$ cat config.mk
export PLATFORM = sky130hd
export DESIGN_NAME = tft_draw_sched_flat
export DESIGN_NICKNAME = d
export VERILOG_FILES = /design/src/rtl/tft_draw_sched_if.sv /design/src/rtl/tft_draw_sched.sv /design/src/flat_wrapper.sv
export SDC_FILE = /design/constraint.sdc
export NUM_CORES = 1
export LEC_CHECK = 0
export CORE_AREA = 3 3 189 191
export DETAILED_ROUTE_END_ITERATION = 8
export DIE_AREA = 0 0 192 194
export GPL_TIMING_DRIVEN = 0
export PLACE_DENSITY = 0.58
export SLEW_MARGIN = 20
export SYNTH_ARGS = -nofsm -noshare
export SYNTH_HDL_FRONTEND = slang
export SYNTH_SLANG_ARGS = --single-unit
$ cat constraint.sdc
create_clock -name clk -period 5.82 [get_ports clk]
set_clock_uncertainty 0.05 [all_clocks]
set_input_delay 1.164 -clock clk [delete_from_list [all_inputs] [get_ports clk]]
set_output_delay 1.164 -clock clk [all_outputs]
set_load 0.05 [all_outputs]
$ cat src/rtl/tft_draw_sched_if.sv
// tft_draw_sched_if
//   Bundles everything that crosses the scheduler boundary: the client side
//   (requests, per-client colors/rectangles, grant/ack/err, blit position) and
//   the tft_ctrl side (init/draw pulses, busy, latched rectangle, color, cursor).
//   modport slave  : used by tft_draw_sched.
//   modport master : used by whoever plays the clients and tft_ctrl.
//   NREQ must match the NREQ of the scheduler it is connected to.
interface tft_draw_sched_if #(
    parameter int NREQ = 4
);
    logic                 ready;
    logic [NREQ-1:0]      req;
    logic [16*NREQ-1:0]   req_color;
    logic [16*NREQ-1:0]   req_xstart;
    logic [16*NREQ-1:0]   req_xend;
    logic [16*NREQ-1:0]   req_ystart;
    logic [16*NREQ-1:0]   req_yend;
    logic [NREQ-1:0]      gnt;
    logic [NREQ-1:0]      ack;
    logic                 err;
    logic                 tft_init;
    logic                 tft_draw;
    logic                 tft_busy;
    logic [15:0]          tft_color;
    logic [15:0]          tft_xstart;
    logic [15:0]          tft_xend;
    logic [15:0]          tft_ystart;
    logic [15:0]          tft_yend;
    logic [15:0]          tft_curx;
    logic [15:0]          tft_cury;
    logic [15:0]          cur_x;
    logic [15:0]          cur_y;

    modport slave (
        input  req, req_color, req_xstart, req_xend, req_ystart, req_yend,
        input  tft_busy, tft_curx, tft_cury,
        output ready, gnt, ack, err, tft_init, tft_draw, tft_color,
        output tft_xstart, tft_xend, tft_ystart, tft_yend, cur_x, cur_y
    );

    modport master (
        output req, req_color, req_xstart, req_xend, req_ystart, req_yend,
        output tft_busy, tft_curx, tft_cury,
        input  ready, gnt, ack, err, tft_init, tft_draw, tft_color,
        input  tft_xstart, tft_xend, tft_ystart, tft_yend, cur_x, cur_y
    );
endinterface

$ cat src/rtl/tft_draw_sched.sv
// tft_draw_sched
//   Shares one tft_ctrl between NREQ drawing clients. After reset it runs the
//   panel init sequence once, then grants draw jobs round-robin, latches the
//   winner's rectangle, forwards the winner's live color and pulses ack (with
//   err on rejection/abort) back to the client.
// Ports
//   clk   in  system clock
//   rstn  in  asynchronous active-low reset
//   bus   tft_draw_sched_if.slave: req/req_color/req_* rectangles in, gnt/ack/err
//         and ready out; tft_init/tft_draw/tft_color/tft_x*/tft_y* out to tft_ctrl,
//         tft_busy/tft_curx/tft_cury in from tft_ctrl; cur_x/cur_y out to clients.
// Configuration
//   TFT_SCHED_WDOG_EN : when defined, a WDOG_WIDTH-bit watchdog bounds every
//   wait on tft_busy. Draw waits complete with ack+err, init waits restart
//   from BOOT. When undefined the waits are unbounded.
module tft_draw_sched #(
    parameter int NREQ       = 4,
    parameter int WDOG_WIDTH = 24
) (
    input  logic             clk,
    input  logic             rstn,
    tft_draw_sched_if.slave  bus
);
    localparam int PW = $clog2(NREQ);

    typedef enum logic [2:0] {
        BOOT, I_START, I_DONE, IDLE, CHECK, D_START, D_DONE, DONE
    } state_t;

    state_t            state_reg, state_next;
    logic              ready_reg, ready_next;
    logic [NREQ-1:0]   gnt_reg, gnt_next;
    logic [NREQ-1:0]   ack_reg, ack_next;
    logic              err_reg, err_next;
    logic              init_reg, init_next;
    logic              draw_reg, draw_next;
    logic [15:0]       xs_reg, xs_next, xe_reg, xe_next;
    logic [15:0]       ys_reg, ys_next, ye_reg, ye_next;
    logic [PW-1:0]     ptr_reg, ptr_next;
    logic              wdog_expired;

    // Round-robin search starting just after the last winner.
    logic [PW-1:0]     win_idx;
    logic              win_found;
    logic [PW:0]       arb_idx;

    always_comb begin
        win_idx   = ptr_reg;
        win_found = 1'b0;
        arb_idx   = '0;
        for (int i = 1; i <= NREQ; i++) begin
            arb_idx = {1'b0, ptr_reg} + (PW+1)'(i);
            if (arb_idx >= (PW+1)'(NREQ))
                arb_idx = arb_idx - (PW+1)'(NREQ);
            if (!win_found && bus.req[arb_idx[PW-1:0]]) begin
                win_found = 1'b1;
                win_idx   = arb_idx[PW-1:0];
            end
        end
    end

`ifdef TFT_SCHED_WDOG_EN
    logic [WDOG_WIDTH-1:0] wdog_reg;
    logic                  wdog_waiting;

    assign wdog_waiting = (state_reg == I_START) || (state_reg == I_DONE) ||
                          (state_reg == D_START) || (state_reg == D_DONE);
    assign wdog_expired = wdog_waiting && (&wdog_reg);

    always_ff @(posedge clk or negedge rstn) begin
        if (!rstn)
            wdog_reg <= '0;
        else if ((state_next != state_reg) || !wdog_waiting)
            wdog_reg <= '0;
        else
            wdog_reg <= wdog_reg + 1'b1;
    end
`else
    assign wdog_expired = 1'b0;
`endif

    always_comb begin
        state_next = state_reg;
        ready_next = ready_reg;
        gnt_next   = gnt_reg;
        ack_next   = '0;
        err_next   = 1'b0;
        init_next  = 1'b0;
        draw_next  = 1'b0;
        xs_next    = xs_reg;
        xe_next    = xe_reg;
        ys_next    = ys_reg;
        ye_next    = ye_reg;
        ptr_next   = ptr_reg;
        case (state_reg)
            // tft_ctrl has no reset of its own: let any job in flight finish.
            BOOT: begin
                if (!bus.tft_busy) begin
                    init_next  = 1'b1;
                    state_next = I_START;
                end
            end
            I_START: begin
                if (wdog_expired)
                    state_next = BOOT;
                else if (bus.tft_busy)
                    state_next = I_DONE;
            end
            I_DONE: begin
                if (wdog_expired)
                    state_next = BOOT;
                else if (!bus.tft_busy) begin
                    ready_next = 1'b1;
                    state_next = IDLE;
                end
            end
            IDLE: begin
                if (win_found) begin
                    gnt_next          = '0;
                    gnt_next[win_idx] = 1'b1;
                    xs_next           = bus.req_xstart[16*win_idx +: 16];
                    xe_next           = bus.req_xend[16*win_idx +: 16];
                    ys_next           = bus.req_ystart[16*win_idx +: 16];
                    ye_next           = bus.req_yend[16*win_idx +: 16];
                    ptr_next          = win_idx;
                    state_next        = CHECK;
                end
            end
            CHECK: begin
                if ((xs_reg > xe_reg) || (ys_reg > ye_reg)) begin
                    ack_next   = gnt_reg;
                    err_next   = 1'b1;
                    state_next = DONE;
                end else begin
                    draw_next  = 1'b1;
                    state_next = D_START;
                end
            end
            D_START: begin
                if (wdog_expired) begin
                    ack_next   = gnt_reg;
                    err_next   = 1'b1;
                    state_next = DONE;
                end else if (bus.tft_busy)
                    state_next = D_DONE;
            end
            D_DONE: begin
                if (wdog_expired) begin
                    ack_next   = gnt_reg;
                    err_next   = 1'b1;
                    state_next = DONE;
                end else if (!bus.tft_busy) begin
                    ack_next   = gnt_reg;
                    state_next = DONE;
                end
            end
            DONE: begin
                gnt_next   = '0;
                state_next = IDLE;
            end
            default: state_next = BOOT;
        endcase
    end

    always_ff @(posedge clk or negedge rstn) begin
        if (!rstn) begin
            state_reg <= BOOT;
            ready_reg <= 1'b0;
            gnt_reg   <= '0;
            ack_reg   <= '0;
            err_reg   <= 1'b0;
            init_reg  <= 1'b0;
            draw_reg  <= 1'b0;
            xs_reg    <= '0;
            xe_reg    <= '0;
            ys_reg    <= '0;
            ye_reg    <= '0;
            ptr_reg   <= PW'(NREQ - 1);
        end else begin
            state_reg <= state_next;
            ready_reg <= ready_next;
            gnt_reg   <= gnt_next;
            ack_reg   <= ack_next;
            err_reg   <= err_next;
            init_reg  <= init_next;
            draw_reg  <= draw_next;
            xs_reg    <= xs_next;
            xe_reg    <= xe_next;
            ys_reg    <= ys_next;
            ye_reg    <= ye_next;
            ptr_reg   <= ptr_next;
        end
    end

    // Live color of the granted client; zero when nobody holds the grant.
    logic [15:0] color_masked [NREQ];

    for (genvar gi = 0; gi < NREQ; gi++) begin : g_color
        assign color_masked[gi] = gnt_reg[gi] ? bus.req_color[16*gi +: 16] : 16'h0000;
    end

    always_comb begin
        bus.tft_color = 16'h0000;
        for (int i = 0; i < NREQ; i++)
            bus.tft_color = bus.tft_color | color_masked[i];
    end

    assign bus.ready      = ready_reg;
    assign bus.gnt        = gnt_reg;
    assign bus.ack        = ack_reg;
    assign bus.err        = err_reg;
    assign bus.tft_init   = init_reg;
    assign bus.tft_draw   = draw_reg;
    assign bus.tft_xstart = xs_reg;
    assign bus.tft_xend   = xe_reg;
    assign bus.tft_ystart = ys_reg;
    assign bus.tft_yend   = ye_reg;
    assign bus.cur_x      = bus.tft_curx;
    assign bus.cur_y      = bus.tft_cury;
endmodule

$ cat src/flat_wrapper.sv
// flat-port wrapper written by rule: the top's interface ports become plain ports
module tft_draw_sched_flat 
#(
    parameter int NREQ       = 4,
    parameter int WDOG_WIDTH = 24
)
  (clk, rstn, bus_req, bus_req_color, bus_req_xstart, bus_req_xend, bus_req_ystart, bus_req_yend, bus_tft_busy, bus_tft_curx, bus_tft_cury, bus_ready, bus_gnt, bus_ack, bus_err, bus_tft_init, bus_tft_draw, bus_tft_color, bus_tft_xstart, bus_tft_xend, bus_tft_ystart, bus_tft_yend, bus_cur_x, bus_cur_y);
  tft_draw_sched_if #(.NREQ(NREQ)) bus_i ();
  input  logic clk;
  input  logic rstn;
  input wire logic [$bits(bus_i.req)-1:0] bus_req;
  input wire logic [$bits(bus_i.req_color)-1:0] bus_req_color;
  input wire logic [$bits(bus_i.req_xstart)-1:0] bus_req_xstart;
  input wire logic [$bits(bus_i.req_xend)-1:0] bus_req_xend;
  input wire logic [$bits(bus_i.req_ystart)-1:0] bus_req_ystart;
  input wire logic [$bits(bus_i.req_yend)-1:0] bus_req_yend;
  input wire logic [$bits(bus_i.tft_busy)-1:0] bus_tft_busy;
  input wire logic [$bits(bus_i.tft_curx)-1:0] bus_tft_curx;
  input wire logic [$bits(bus_i.tft_cury)-1:0] bus_tft_cury;
  output wire logic [$bits(bus_i.ready)-1:0] bus_ready;
  output wire logic [$bits(bus_i.gnt)-1:0] bus_gnt;
  output wire logic [$bits(bus_i.ack)-1:0] bus_ack;
  output wire logic [$bits(bus_i.err)-1:0] bus_err;
  output wire logic [$bits(bus_i.tft_init)-1:0] bus_tft_init;
  output wire logic [$bits(bus_i.tft_draw)-1:0] bus_tft_draw;
  output wire logic [$bits(bus_i.tft_color)-1:0] bus_tft_color;
  output wire logic [$bits(bus_i.tft_xstart)-1:0] bus_tft_xstart;
  output wire logic [$bits(bus_i.tft_xend)-1:0] bus_tft_xend;
  output wire logic [$bits(bus_i.tft_ystart)-1:0] bus_tft_ystart;
  output wire logic [$bits(bus_i.tft_yend)-1:0] bus_tft_yend;
  output wire logic [$bits(bus_i.cur_x)-1:0] bus_cur_x;
  output wire logic [$bits(bus_i.cur_y)-1:0] bus_cur_y;
  assign bus_i.req = bus_req;
  assign bus_i.req_color = bus_req_color;
  assign bus_i.req_xstart = bus_req_xstart;
  assign bus_i.req_xend = bus_req_xend;
  assign bus_i.req_ystart = bus_req_ystart;
  assign bus_i.req_yend = bus_req_yend;
  assign bus_i.tft_busy = bus_tft_busy;
  assign bus_i.tft_curx = bus_tft_curx;
  assign bus_i.tft_cury = bus_tft_cury;
  assign bus_ready = bus_i.ready;
  assign bus_gnt = bus_i.gnt;
  assign bus_ack = bus_i.ack;
  assign bus_err = bus_i.err;
  assign bus_tft_init = bus_i.tft_init;
  assign bus_tft_draw = bus_i.tft_draw;
  assign bus_tft_color = bus_i.tft_color;
  assign bus_tft_xstart = bus_i.tft_xstart;
  assign bus_tft_xend = bus_i.tft_xend;
  assign bus_tft_ystart = bus_i.tft_ystart;
  assign bus_tft_yend = bus_i.tft_yend;
  assign bus_cur_x = bus_i.cur_x;
  assign bus_cur_y = bus_i.cur_y;
  tft_draw_sched #(.NREQ(NREQ), .WDOG_WIDTH(WDOG_WIDTH)) u_core (.clk(clk), .rstn(rstn), .bus(bus_i));
endmodule
# [Word level (Yosys, flattened, before mapping)]
# Index checks and enable logic that the tools add are counted.
[word_totals] regBits=81 in_bits=359 out_inout_bits=124 elab_cells=112
[classes] n_addsub=8 order_cmp=12 eq_ne=13 n_shift=4 mux=45 bitwise=4 n_reduce_logical=14
[op_table] op="64-bit by 7-bit variable part select with 16-bit output" count=4
[op_table] op="16-bit 2-to-1 mux" count=4
[op_table] op="16-bit bitwise OR" count=3
[op_table] op="16-bit greater-than comparator" count=2
[op_table] op="3-bit case mux with 8 select lines" count=1
[op_table] op="2-bit 2-to-1 mux" count=9
[op_table] op="3-bit 2-to-1 mux" count=6
[op_table] op="4-bit case mux with 2 select lines" count=2
[op_table] op="2-bit by 3-bit less-than comparator with 1-bit output (second input constant)" count=5
[op_table] op="1-bit 2-to-1 mux" count=15
[op_table] op="3-bit == test (second input constant)" count=4
[op_table] op="3-bit >= comparator (second input constant)" count=4
[op_table] op="4-bit 2-to-1 mux" count=3
[op_table] op="2-bit != test (second input constant)" count=5
[op_table] op="1-bit binary-select mux with 2-bit select" count=4
[op_table] op="2-bit by 1-bit subtractor with 2-bit output (second input constant)" count=4
[op_table] op="2-bit by 2-bit adder with 3-bit output (second input constant)" count=2
[op_table] op="3-bit by 2-bit == test with 1-bit output (second input constant)" count=2
[op_table] op="2-bit AND reduction" count=3
[op_table] op="6-bit AND reduction" count=1
[op_table] op="1-bit logical AND" count=4
[op_table] op="2-bit by 1-bit adder with 3-bit output (second input constant)" count=1
[op_table] op="2-bit by 3-bit adder with 3-bit output (second input constant)" count=1
[op_table] op="3-bit by 1-bit == test with 1-bit output (second input constant)" count=1
[op_table] op="8 further kinds" count=10

# [Logic depth before layout (Yosys ltp)]
[logic_depth] ltp_word=21 depth_mapped=9 mapped_depth_nobuf=8

# [Least setup slack after synthesis]
# No wires, ideal clock.
[synth_path] path_type="reg-to-output" from="reg u_core.gnt_reg[2] (netlist: u_core.bus.gnt[2])" to="out bus_tft_color[10]" arrival_time_ns=1.705 t_required_ns=4.606 setup_slack_ns=2.901 path_stages_with_launch=5 path_buffers=2 path_cell_list="dfrtp_1 -> clkbuf_1 -> clkbuf_1 -> a22oi_1 -> nand2_1"
[synth_between] elab_chain_cells=3
[synth_rtl] element="start, declared" line="tft_draw_sched.sv:32" rtl="logic [NREQ-1:0] gnt_reg, gnt_next;"
[synth_rtl] element="start signal, assigned" line="tft_draw_sched.sv:182" rtl="gnt_reg <= gnt_next;"
[synth_rtl] element="16-bit 2-to-1 mux" line="tft_draw_sched.sv:199" rtl="assign color_masked[gi] = gnt_reg[gi] ? bus.req_color[16*gi +: 16] : 16'h0000;"
[synth_rtl] element="16-bit bitwise OR (2 in series)" line="tft_draw_sched.sv:205" rtl="bus.tft_color = bus.tft_color | color_masked[i];"
[synth_rtl] element="end, declared" line="flat_wrapper.sv:26" rtl="output wire logic [$bits(bus_i.tft_color)-1:0] bus_tft_color;"
# Every way passes these cells.

# [Worst setup path after layout]
[layout_path] from="in bus_req_color[33]" to="out bus_tft_color[1]"
[layout_between] elab_chain_cells=3
[layout_rtl] element="start, declared" line="flat_wrapper.sv:12" rtl="input wire logic [$bits(bus_i.req_color)-1:0] bus_req_color;"
[layout_rtl] element="16-bit 2-to-1 mux" line="tft_draw_sched.sv:199"
[layout_rtl] element="16-bit bitwise OR (2 in series)" line="tft_draw_sched.sv:205"
# Every way passes these cells.

==> results by group <==
STA
  • Final worst setup slack: 1.88 ns
  • Max-slew headroom: 33.1%
  • Min cycle time layout: 3.94 ns
  • Max Freq: 254 MHz
  • Post-route clock period utilization: 67.7%
  • Max-slew violations: 0
  • Setup-failing EPs final: 0
  • Unrepaired setup endpoints after global routing: false
  • Worst slew pin tran: 0.997 ns
  • Final number of hold-violating endpoints: 0
  • Setup TNS: 0 ns

GRT
  • Pin count of the biggest net entering global routing: 48
  • Vias in the first global route: 7249
  • First-pass GRT wire length: 45600 um
  • GRT Residual Overflow: 0
  • Initial antenna violation count: 1
  • GRT Total Usage: 16.4%

Power and ir drop
  • Static Leak: 5.04 nW
  • Maximum VDD drop: 0.204 mV
  • P per Cell Area: 515 nW/um^2

Logic synthesis
  • Post-synth top area share: 31.8%
  • Post-synth EDFFs: 0
  • Largest area contributor in the netlist: dfrtp_1
  • Syn Nets: 1038
  • Seq cells post-synth: 81
  • Synth Flop Type: dfrtp_1
  • Synth area leaders: dfrtp_1 (32%), mux2i_1 (21%), o221ai_1 (9.0%)
  • Synth unique cells: 44
  • Synth cell count leaders: mux2i_1 (130), nand2_1 (102), dfrtp_1 (79)
  • Avg Inst Size Synth: 9.60 sq um
  • Fraction of registers with async set/reset: 100%
  • Syn. warnings: 0
  • Most frequent cell after synthesis: mux2i_1
  • Mapped Area: 6210 sq um
  • Seq/Total Area, Yosys: 32.7%
  • Post-Synthesis Cells: 647

Drt
  • Via/cell ratio: 4.39
  • Starting DRT DRC Count: 229
  • DR WL/cell: 20.5 um
  • # DRC: 0
  • Vias: 6880
  • Detailed Route WL: 32200 um
  • Remaining antenna violation count: 0
  • Drt pass-1 iters: 4

Layout
  • Area of the multi-input gates: 3490 sq um
  • FF/Latch Area: 2030 sq um
  • Fill cells: 3583
  • Layout net count: 1499
  • Layout cells sized above 1: 8.63%
  • Area growth from synthesis to layout: 87.2%
  • Ant diodes: 0
  • Final Util: 33.9%

Floorplanning
  • Die area: 37200 sq um
  • Num ports: 483
  • Core Area: 34300 sq um
  • Die Ht: 194 um
  • # rows: 68
  • Die Wd: 192 um
  • Initial Util: 18.1%

Clock network
  • CTS root buf: clkbuf_16
  • CTS buffer count: 9
  • Hold_buf cts: 0
  • CTS tree: yes
  • Clock sink count: 81
  • Post-CTS Setup Bufs: 0
  • CTS clk-pin slew, worst paths: 0.06 ns
  • CTS max path bufs: 2
  • Post-CTS sizing: 0
  • CTS H-tree lvls: 3
  • Worst-skew pair later-pin latency: 0.34 ns

Worst setup path
  • Critical Path RT: 4.61 ns
  • Worst EP arrival: 2.72 ns
  • Max incr delay on CP: 0.83 ns
  • Setup crit end kind: output pin
  • WS Path Type: in2out
  • Critical Path Source Type: input port
  • Crit-path slowest cell: clkdlybuf4s50_1
  • Worst r2r path cells: 8
  • CP Cell Sequence: clkdlybuf4s50_1, a22oi_1, nand2_1, clkdlybuf4s50_1
  • Crit path top cell by count: clkdlybuf4s50_1
  • Maximum fanout along the worst path: 1

Placed design
  • Post-placement setup slack: 1.86 ns
  • Final GP Congestion: 0.793
  • Dpl hpwl: 27000 um
  • Port Buf Inserts: 449

Status
  • Outcome: completed

Worst hold path
  • Worst Hold Class: reg2reg
  • Hold Crit Depth: 1

Flow run
  • Max Cap Viol: 0
## worst max-delay path: cells and delay by family
family	cells	cell delay, ns
compound gates	1	0.09
buf+inv	2	1.31
simple gates	1	0.17
## cells in the final DEF (no fill, tap or decap), drive strengths merged, types with 4 or more instances in the layout
cell type,count
o221ai,64
o211ai,4
nor2,11
nand2,102
inv,35
nand4,6
a21oi,18
dfrtp,79
nor3,4
buf,73
a211oi,4
clkdlybuf4s50,448
mux2i,130
o21ai,9
nor4,6
ha,32
clkbuf,19
a22oi,32
## metal layers
layer | routed length, um | GRT usage, % | vias up
met5 | 17 | 0 | -
met4 | 472 | 3.10 | 2
met3 | 2700 | 4.16 | 23
met2 | 16600 | 30.5 | 324
met1 | 12500 | 19.0 | 3226
li1 | - | - | 3305
## logic make-up after synthesis
family          count (synthesis)  synth area share [%]
buf+inv                       115                  11.2
flops                          81                  32.7
simple gates                  145                  10.5
compound gates                143                  18.0
fa+ha+maj                      32                  6.45
mux                           131                  21.1
## layout make-up
cell class / instances / area share (%)
Sequential cell: 81 / 17.5
Clock buffer: 10 / 2.06
Tap cell: 455 / 4.90
Timing Repair Buffer: 450 / 38.9
Inverter: 35 / 1.13
Multi-Input combinational cell: 451 / 30.0
Buffer: 80 / 4.83
Clock inverter: 5 / 0.689
## worst paths after layout
path / start / endpoint / slack, ns
worst max-delay path: bus_req_color[33] / bus_tft_color[1] / 1.88
worst min-delay path: u_core.bus.ready$_DFFE_PN0P_ / u_core.bus.ready$_DFFE_PN0P_ / 0.42
worst max register to register: u_core.bus.tft_yend[11]$_DFFE_PN0P_ / u_core.bus.ack[3]$_DFF_PN0_ / 3.26
worst min register to register: u_core.bus.ready$_DFFE_PN0P_ / u_core.bus.ready$_DFFE_PN0P_ / 0.42
max in group asynchronous: rstn / u_core.bus.tft_yend[13]$_DFFE_PN0P_ / 4.46
min in group asynchronous: rstn / u_core.bus.tft_xend[13]$_DFFE_PN0P_ / 0.66
## stage by stage
stage | hold slack, ns | cell area (sq um) | power [mW] | std cells
global placement | 0.408 | 11300 | 5.37 | 1551
finish | 0.424 | 11600 | 5.99 | 1567
global route | 0.451 | 11600 | 6.40 | 1567
CTS | 0.430 | 11600 | 6.10 | 1567
floorplan | 0.431 | 6210 | 3.79 | 647
detailed placement | 0.412 | 11300 | 5.42 | 1552
## power breakdown
| part | leakage, nW | switching (mW) | internal (mW) |
|---|---|---|---|
| Sequential | 1.00 | 0.254 | 0.831 |
| Combinational | 3.88 | 2.62 | 1.63 |
| Clock | 0.151 | 0.262 | 0.386 |
Note: power is estimated with default switching activity, not from simulation.
